`config.mk`:
```
export PLATFORM = sky130hd
export DESIGN_NAME = t20_bottle_intake_ctrl_flat
export DESIGN_NICKNAME = d
export VERILOG_FILES = /design/src/rtl/t20_bottle_intake_ctrl_pkg.sv /design/src/rtl/t20_bottle_intake_ctrl_if.sv /design/src/rtl/t20_bottle_intake_ctrl_debounce.sv /design/src/rtl/t20_bottle_intake_ctrl.sv /design/src/flat_wrapper.sv
export SDC_FILE = /design/constraint.sdc
export NUM_CORES = 1
export LEC_CHECK = 0
export CAP_MARGIN = 20
export CORE_MARGIN = 5
export CORE_UTILIZATION = 52
export CTS_CLUSTER_DIAMETER = 120
export DETAILED_ROUTE_END_ITERATION = 16
export HOLD_SLACK_MARGIN = 0.02
export PLACE_DENSITY_LB_ADDON = 0.2
export SETUP_SLACK_MARGIN = 0.5
export SLEW_MARGIN = 20
export SYNTH_ARGS = -nofsm -noshare
export SYNTH_HDL_FRONTEND = slang
export SYNTH_SLANG_ARGS = --single-unit
```
`constraint.sdc`:
```
create_clock -name clk -period 3.6 [get_ports clk]
set_input_delay 0.72 -clock clk [delete_from_list [all_inputs] [get_ports clk]]
set_output_delay 0.72 -clock clk [all_outputs]
set_load 0.01 [all_outputs]
```
`src/rtl/t20_bottle_intake_ctrl_pkg.sv`:
```
// Shared types and default constants for the bottle intake controller.
package t20_pkg;
   localparam int COUNT_W_DEF         = 3;
   localparam int BIN_CAP_DEF         = 7;
   localparam int REWARD_EVERY_DEF    = 3;
   localparam int DEBOUNCE_CYCLES_DEF = 4;

   typedef enum logic [2:0] {
      IDLE, DEBOUNCE, CLASSIFY, ACCEPT, REJECT, REWARD, WAIT_CLEAR, FULL
   } state_t;
endpackage

```
`src/rtl/t20_bottle_intake_ctrl_if.sv`:
```
// Front-panel / dispenser signal bundle for the intake controller.
// reject_count exists only when T20_REJECT_COUNT_EN is defined.
interface t20_bottle_intake_ctrl_if #(parameter int COUNT_W = t20_pkg::COUNT_W_DEF);
   logic               item_detect;
   logic               item_is_plastic;
   logic               reward_ack;
   logic               bin_emptied;
   logic [COUNT_W-1:0] plastic_count;
   logic               door_open;
   logic               accept_pulse;
   logic               reject;
   logic               reward_req;
   logic               bin_full;
`ifdef T20_REJECT_COUNT_EN
   logic [COUNT_W-1:0] reject_count;
`endif

   modport master (
      output item_detect, item_is_plastic, reward_ack, bin_emptied,
      input  plastic_count, door_open, accept_pulse, reject, reward_req, bin_full
`ifdef T20_REJECT_COUNT_EN
      , input reject_count
`endif
   );

   modport slave (
      input  item_detect, item_is_plastic, reward_ack, bin_emptied,
      output plastic_count, door_open, accept_pulse, reject, reward_req, bin_full
`ifdef T20_REJECT_COUNT_EN
      , output reject_count
`endif
   );
endinterface

```
`src/rtl/t20_bottle_intake_ctrl_debounce.sv`:
```
// Consecutive-high qualifier: qual strobes on the sample that completes CYCLES highs.
module t20_debounce #(
   parameter int CYCLES = t20_pkg::DEBOUNCE_CYCLES_DEF
) (
   input  logic clk,
   input  logic rst,
   input  logic en,
   input  logic din,
   output logic qual
);
   localparam int CW = $clog2(CYCLES + 1);

   logic [CW-1:0] cnt;

   assign qual = en && din && (cnt == CW'(CYCLES - 1));

   always_ff @(posedge clk) begin
      if (!rst)                     cnt <= '0;
      else if (!en || !din || qual) cnt <= '0;
      else                          cnt <= cnt + CW'(1);
   end
endmodule

```
`src/rtl/t20_bottle_intake_ctrl.sv`:
```
// Bottle intake sequencer: debounce, classify, count, reward and bin-full lockout.
// Optional reject counter enabled by defining T20_REJECT_COUNT_EN.
module t20_bottle_intake_ctrl
   import t20_pkg::*;
#(
   parameter int COUNT_W         = COUNT_W_DEF,
   parameter int BIN_CAP         = BIN_CAP_DEF,
   parameter int REWARD_EVERY    = REWARD_EVERY_DEF,
   parameter int DEBOUNCE_CYCLES = DEBOUNCE_CYCLES_DEF
) (
   input logic                     clk,
   input logic                     rst,
   t20_bottle_intake_ctrl_if.slave bus
);
   localparam int TW = $clog2(REWARD_EVERY) + 1;

   state_t             state, state_nxt;
   logic [COUNT_W-1:0] count, count_nxt, count_inc;
   logic [TW-1:0]      tally, tally_nxt;
   logic               deb_en, qual, reward_due;

   assign deb_en     = (state == IDLE) || (state == DEBOUNCE);
   assign count_inc  = (count == COUNT_W'(BIN_CAP)) ? count : count + COUNT_W'(1);
   assign reward_due = (tally == TW'(REWARD_EVERY - 1));

   t20_debounce #(.CYCLES(DEBOUNCE_CYCLES)) u_deb (
      .clk  (clk),
      .rst  (rst),
      .en   (deb_en),
      .din  (bus.item_detect),
      .qual (qual)
   );

   always_ff @(posedge clk) begin
      if (!rst) begin
         state <= IDLE;
         count <= '0;
         tally <= '0;
      end else begin
         state <= state_nxt;
         count <= count_nxt;
         tally <= tally_nxt;
      end
   end

   always_comb begin
      state_nxt = state;
      count_nxt = count;
      tally_nxt = tally;
      case (state)
         IDLE:       if (qual) state_nxt = CLASSIFY;
                     else if (bus.item_detect) state_nxt = DEBOUNCE;
         DEBOUNCE:   if (!bus.item_detect) state_nxt = IDLE;
                     else if (qual) state_nxt = CLASSIFY;
         CLASSIFY:   state_nxt = bus.item_is_plastic ? ACCEPT : REJECT;
         ACCEPT: begin
            count_nxt = count_inc;
            // Reward takes priority; FULL is picked up again on REWARD exit.
            if (reward_due) begin
               tally_nxt = '0;
               state_nxt = REWARD;
            end else begin
               tally_nxt = tally + TW'(1);
               state_nxt = (count_inc == COUNT_W'(BIN_CAP)) ? FULL : WAIT_CLEAR;
            end
         end
         REJECT:     if (!bus.item_detect) state_nxt = IDLE;
         REWARD:     if (bus.reward_ack)
                        state_nxt = (count == COUNT_W'(BIN_CAP)) ? FULL : WAIT_CLEAR;
         WAIT_CLEAR: if (!bus.item_detect) state_nxt = IDLE;
         FULL: begin
            if (bus.bin_emptied) begin
               count_nxt = '0;
               state_nxt = WAIT_CLEAR;
            end
         end
         default:    state_nxt = IDLE;
      endcase
   end

   assign bus.plastic_count = count;
   assign bus.accept_pulse  = (state == ACCEPT);
   assign bus.reject        = (state == REJECT);
   assign bus.reward_req    = (state == REWARD);
   assign bus.bin_full      = (state == FULL);
   // Door stays open while an item may still be entering or being pulled back out.
   assign bus.door_open     = (state == IDLE) || (state == DEBOUNCE) ||
                              (state == CLASSIFY) || (state == REJECT);

`ifdef T20_REJECT_COUNT_EN
   logic [COUNT_W-1:0] rej_cnt;

   always_ff @(posedge clk) begin
      if (!rst)
         rej_cnt <= '0;
      else if (state == FULL && bus.bin_emptied)
         rej_cnt <= '0;
      else if (state == CLASSIFY && !bus.item_is_plastic && rej_cnt != '1)
         rej_cnt <= rej_cnt + COUNT_W'(1);
   end

   assign bus.reject_count = rej_cnt;
`endif
endmodule

```
`src/flat_wrapper.sv`:
```
// flat-port wrapper written by rule: the top's interface ports become plain ports
module t20_bottle_intake_ctrl_flat import t20_pkg::*;
#(
   parameter int COUNT_W         = COUNT_W_DEF,
   parameter int BIN_CAP         = BIN_CAP_DEF,
   parameter int REWARD_EVERY    = REWARD_EVERY_DEF,
   parameter int DEBOUNCE_CYCLES = DEBOUNCE_CYCLES_DEF
)
  (clk, rst, bus_item_detect, bus_item_is_plastic, bus_reward_ack, bus_bin_emptied, bus_plastic_count, bus_door_open, bus_accept_pulse, bus_reject, bus_reward_req, bus_bin_full);
  t20_bottle_intake_ctrl_if #(.COUNT_W(COUNT_W)) bus_i ();
  input logic clk;
  input logic rst;
  input wire logic [$bits(bus_i.item_detect)-1:0] bus_item_detect;
  input wire logic [$bits(bus_i.item_is_plastic)-1:0] bus_item_is_plastic;
  input wire logic [$bits(bus_i.reward_ack)-1:0] bus_reward_ack;
  input wire logic [$bits(bus_i.bin_emptied)-1:0] bus_bin_emptied;
  output wire logic [$bits(bus_i.plastic_count)-1:0] bus_plastic_count;
  output wire logic [$bits(bus_i.door_open)-1:0] bus_door_open;
  output wire logic [$bits(bus_i.accept_pulse)-1:0] bus_accept_pulse;
  output wire logic [$bits(bus_i.reject)-1:0] bus_reject;
  output wire logic [$bits(bus_i.reward_req)-1:0] bus_reward_req;
  output wire logic [$bits(bus_i.bin_full)-1:0] bus_bin_full;
  assign bus_i.item_detect = bus_item_detect;
  assign bus_i.item_is_plastic = bus_item_is_plastic;
  assign bus_i.reward_ack = bus_reward_ack;
  assign bus_i.bin_emptied = bus_bin_emptied;
  assign bus_plastic_count = bus_i.plastic_count;
  assign bus_door_open = bus_i.door_open;
  assign bus_accept_pulse = bus_i.accept_pulse;
  assign bus_reject = bus_i.reject;
  assign bus_reward_req = bus_i.reward_req;
  assign bus_bin_full = bus_i.bin_full;
  t20_bottle_intake_ctrl #(.COUNT_W(COUNT_W), .BIN_CAP(BIN_CAP), .REWARD_EVERY(REWARD_EVERY), .DEBOUNCE_CYCLES(DEBOUNCE_CYCLES)) u_core (.clk(clk), .rst(rst), .bus(bus_i));
endmodule
```
## After elaboration in Yosys (flattened, before gate mapping)

Cells that the tools add are included.

| word-level totals | value |
|---|---|
| flip-flop bits (word level) | 12 |
| input bits | 6 |
| output and inout port bits | 8 |
| logic and storage cells | 55 |

| cells by class | value |
|---|---|
| add/subtract/negate cells | 3 |
| equal/unequal tests | 16 |
| muxes and demuxes | 16 |
| bitwise operators | 1 |
| reduce and logical (&&, ||, !) cells | 15 |

Operator list:

| operator | number |
|---|---|
| $mux W3 | 12 |
| $pmux W3 S7 | 1 |
| $eq A3 B3 Y1 const B | 6 |
| $eq A3 B2 Y1 const B | 4 |
| $add A3 B1 Y3 const B | 3 |
| $ne A2 B2 Y1 const B | 3 |
| $ne A3 B3 Y1 const B | 2 |
| $pmux W3 S2 | 1 |
| $logic_or A1 B1 Y1 | 5 |
| $reduce_and A5 Y1 | 1 |
| $reduce_or A2 Y1 | 2 |
| $eq A3 B1 Y1 const B | 1 |
| $logic_not A3 Y1 | 1 |
| $logic_and A1 B1 Y1 | 2 |
| $logic_not A1 Y1 | 2 |
| $mux W1 | 2 |
| $reduce_and A2 Y1 | 1 |
| $reduce_bool A2 Y1 | 1 |
| $not A1 Y1 | 1 |

## Logic depth before layout (Yosys ltp)

| logic depth | value |
|---|---|
| depth after elaboration | 7 |
| depth in mapped cells | 6 |
| mapped depth without buffers | 6 |

## Cells and area by module

From an unflattened synthesis, not the netlist that was laid out.

| second synthesis, totals | value |
|---|---|
| cell total of the unflattened synthesis | 90 |
| area total of the unflattened synthesis | 805.8 µm² |

By module, submodules not included:

| module | instances | cells each | area an instance (µm²) | sequential area each (µm²) |
|---|---|---|---|---|
| t20_bottle_intake_ctrl | 1 | 78 | 670.6 | 180.2 |
| t20_debounce | 1 | 12 | 135.1 | 60.1 |

## Worst setup path after synthesis

No wires, ideal clock.

| timing path | value |
|---|---|
| path kind | reg-to-output |
| start | reg u_core.state[1] |
| end | out bus_door_open |
| data arrival time | 866 ps |
| required time | 2880 ps |
| slack | 2014 ps |
| stages on the path, launching flop included | 4 |
| path buffers | 2 |
| cells stage by stage | dfxtp_1 -> buf_4 -> buf_2 -> o21ai_0 |

| on the way | value |
|---|---|
| cells in the longest elaborated chain, start to end | 4 |
| elaborated cells on any way between the ends | 7 |
| classes of those cells | 3 x eq/ne; 4 x reduce/logical |

Ends and longest elaborated chain:

| what | RTL line | source |
|---|---|---|
| start: declaration | t20_bottle_intake_ctrl.sv:17 | `state_t state, state_nxt;` |
| start signal: assignment | t20_bottle_intake_ctrl.sv:40 | `state <= state_nxt;` |
| $eq A3 B1 Y1 or $logic_not A3 Y1 (tied branches) | t20_bottle_intake_ctrl.sv:87 | `assign bus.door_open = (state == IDLE) \|\| (state == DEBOUNCE) \|\|` |
| $logic_or A1 B1 Y1 (2 in series) | t20_bottle_intake_ctrl.sv:87 |  |
| $logic_or A1 B1 Y1 * | t20_bottle_intake_ctrl.sv:88 | `(state == CLASSIFY) \|\| (state == REJECT);` |
| end: declaration | flat_wrapper.sv:18 | `output wire logic [$bits(bus_i.door_open)-1:0] bus_door_open;` |

Mark *: on every way between the ends. The rest lies on a longest branch, timed or not.

## Final worst setup path

| timing path | value |
|---|---|
| start | reg u_core.state[0] |
| end | out bus_reward_req |

| on the way | value |
|---|---|
| cells in the longest elaborated chain, start to end | 1 |

Ends and longest elaborated chain:

| what | RTL line | source |
|---|---|---|
| $eq A3 B3 Y1 | t20_bottle_intake_ctrl.sv:84 | `assign bus.reward_req = (state == REWARD);` |
| end: declaration | flat_wrapper.sv:21 | `output wire logic [$bits(bus_i.reward_req)-1:0] bus_reward_req;` |

No other way between the ends.

==> impl_metrics.toml <==
[outcome]
status = "completed"

[global_routing]
overflow = 0
grt_pass1_wl_mm = 2.19
grt_max_degree = 18
grtUsageMet2_pct = 22.8
grtUsageMet1_pct = 15.9
grt_busiest_layer = "met2"
track_usage_pct = 13.7
grt_pass1_vias = 561
grtUsageMet3_pct = 5.36
antenna_found_initial = 0

[sta]
finalSetupTns_ns = 0
worstMarginPinSlew_ns = 0.505
skew_ns = 0.00318
max_freq_ghz = 0.387
timing.final.crit_share_pct = 71.7
finalSetupViolCount = 0
worst_slew_margin_rel_pct = 66.3
rsz0062_at_grt = "no"
hold_viol_final = 0
slew_viol_final = 0
layout_min_cycle_time_ns = 2.58

[placement]
dp.cells = 113
dp_hpwl_mm = 1.01
gp_congestion = 0.801
io_buffers = 13

[cts]
cts-root-buf = "clkbuf_4"
postCtsHoldBufs = 0
cts_htree_levels = 1
path_clk_slew_ns = 0.07
ctsResizeCount = 0
cts_buffer_depth = 2
clk_latency_ns = 0.26
cts_made_buffers = 3
cts_tree = "built"
cts.sinks = 12
cts_setup_buffers = 0

[synth]
synth-seq-area-share_pct = 34.1
synth.largest_area_cell = "dfxtp_1"
syn_nets = 100
synth-main-ff-cell = "dfxtp_1"
synth_top_cell_area_share_pct = 34.1
ys_top_cells_by_area = "dfxtp_1 (34%), ha_1 (5.3%), a21oi_1 (5.0%)"
synth_cells = 91
syn_avg_cell_area_um2 = 7.74
ys_async_sr_fraction_pct = 0
ys_warn_count = 0
syn-cell-area_um2 = 704
ys_seq_elements = 12
ys_types = 31
synth_edf_count = 0

[floorplanning]
die_width_um = 46.8
io_pins = 14
fp.coreArea_mm2 = 0.00128
initial_utilization_pct = 54.8
dieArea_mm2 = 0.00219
die_h_um = 46.8
row_count = 13

[power]
p_sw_w = 0.000182
power.density_mw_per_mm2 = 548
seq_power_share_pct = 47.8
power.internal_w = 0.000280
power_frac_comb_pct = 35.4
p_leak_nw = 0.309
peakVddDrop_v = 0.000300
switching_share_pct = 39.4
pwr-share-clk_pct = 16.8

[critical_path]
worst_ep_arrival_time_ns = 1.86
crit_path_start_kind = "flop"
path_cells = "inv_1 > nor3_1 > clkdlybuf4s50_1"
setup.worst_path.end_class = "primary output"
critPathRequiredTime_ns = 2.88
critPathMaxStageDelay_ns = 0.59
slowest_stage = "clkdlybuf4s50_1"
path_buf_inv = 2
critPathKind = "flop to primary output"
cp_max_fo = 14
critical_path.top_delay_family = "buffers and inverters"

[drt]
num_vias = 630
firstDrtPassIters = 4
finalWirelength_mm = 1.32
ant_nets = 0
wire_per_inst_um = 11.4
via_per_inst = 5.43
drcViolationCount = 0
drtIter0Drc = 15

[layout]
final_cells = 116
layout_commonest_cell = "clkdlybuf4s50_1"
n_antenna_cell = 0
area_growth_pct = 19.7
nets = 112
drive_gt1_share_pct = 5.94
most-common-layout-cells = "clkdlybuf4s50_1 (13), dfxtp_1 (12), nor2_1 (8)"

[min_path]
worstHoldPathType = "flop to flop"

[flow_run]
cap_viol_max_count = 0
kinds of logic (layout without fill, tap and decap cells):
kind of cell,count (synthesis),in the layout,synth area share [%]
mux,2,2,2.84
buf+inv,13,23,8.35
xor+xnor,2,2,2.49
compound gates,24,24,22.0
simple gates,35,35,24.9
fa+ha+maj,3,3,5.33
flops,12,12,34.1
final cells by class:
| cell class | instances | area [um2] |
|---|---|---|
| clock buffer | 3 | 22.5 |
| tap | 15 | 18.8 |
| multi-input combinational | 66 | 405 |
| fill | 129 | 442 |
| inverter | 7 | 26.3 |
| timing repair buffer | 13 | 130 |
| sequential | 12 | 240 |
per-layer routing:
| layer | routed length, um | up-vias |
|---|---|---|
| met3 | 110 | 2 |
| met2 | 586 | 15 |
| met5 | 0 | - |
| li1 | - | 341 |
| met4 | 10 | 0 |
| met1 | 616 | 272 |
worst reg2reg max path, delay by kind of cell (launching register included):
family | cells | cell delay, ns
AND/OR/NAND/NOR | 2 | 0.26
AO/OA/AOI/OAI | 2 | 0.57
flip-flops | 1 | 0.64
path summary, 6_finish.rpt:
path                                                      from                        endpoint  slack, ns  cells after the start
worst max-delay path              u_core.state[0]$_SDFFE_PN0P_                  bus_reward_req       1.02                      3
worst max register to register    u_core.state[1]$_SDFFE_PN0P_    u_core.state[0]$_SDFFE_PN0P_       2.03                      4
worst min-delay path            u_core.u_deb.cnt[0]$_SDFF_PP0_  u_core.u_deb.cnt[0]$_SDFF_PP0_       0.43                      1
worst min register to register  u_core.u_deb.cnt[0]$_SDFF_PP0_  u_core.u_deb.cnt[0]$_SDFF_PP0_       0.43                      1
state kept, by name, summed over array words and instances, names as in the netlist:
| signal | count |
|---|---|
| u_core.bus.plastic_count | 3 |
| u_core.state | 3 |
| u_core.tally | 3 |
| u_core.u_deb.cnt | 3 |
synth_stat cells, types with 3 or more instances:
master / number
nor3_1: 4
nor2_1: 8
o21ai_0: 7
ha_1: 3
nand3b_1: 3
inv_1: 6
nand3_1: 5
nand2_1: 7
dfxtp_1: 12
nor2b_1: 4
a21oi_1: 7
through the flow:
step / setup WS [ns] / instance area [um2] / utilization (%) / hold WS [ns] / total power [W]
after CTS: 1.02 / 843 / 65.6 / 0.428 / 0.000466
after global routing: 0.841 / 843 / 65.6 / 0.452 / 0.000501
after floorplan: 2.01 / 704 / - / 0.399 / 0.000347
after global placement: 1.36 / 821 / 63.9 / 0.408 / 0.000381
after detailed placement: 1.32 / 821 / 63.9 / 0.418 / 0.000386
final: 1.02 / 843 / 65.6 / 0.428 / 0.000462
power groups by stage:
| stage | combinational [W] | sequential [W] | clock [W] |
|---|---|---|---|
| floorplan | 0.000170 | 0.000177 | 0 |
| global placement | 0.000161 | 0.000220 | 0 |
| detailed placement | 0.000164 | 0.000222 | 0 |
| CTS | 0.000165 | 0.000219 | 0.0000824 |
| global route | 0.000183 | 0.000228 | 0.0000901 |
| finish | 0.000164 | 0.000221 | 0.0000777 |
(Power assumes the default switching activity.)
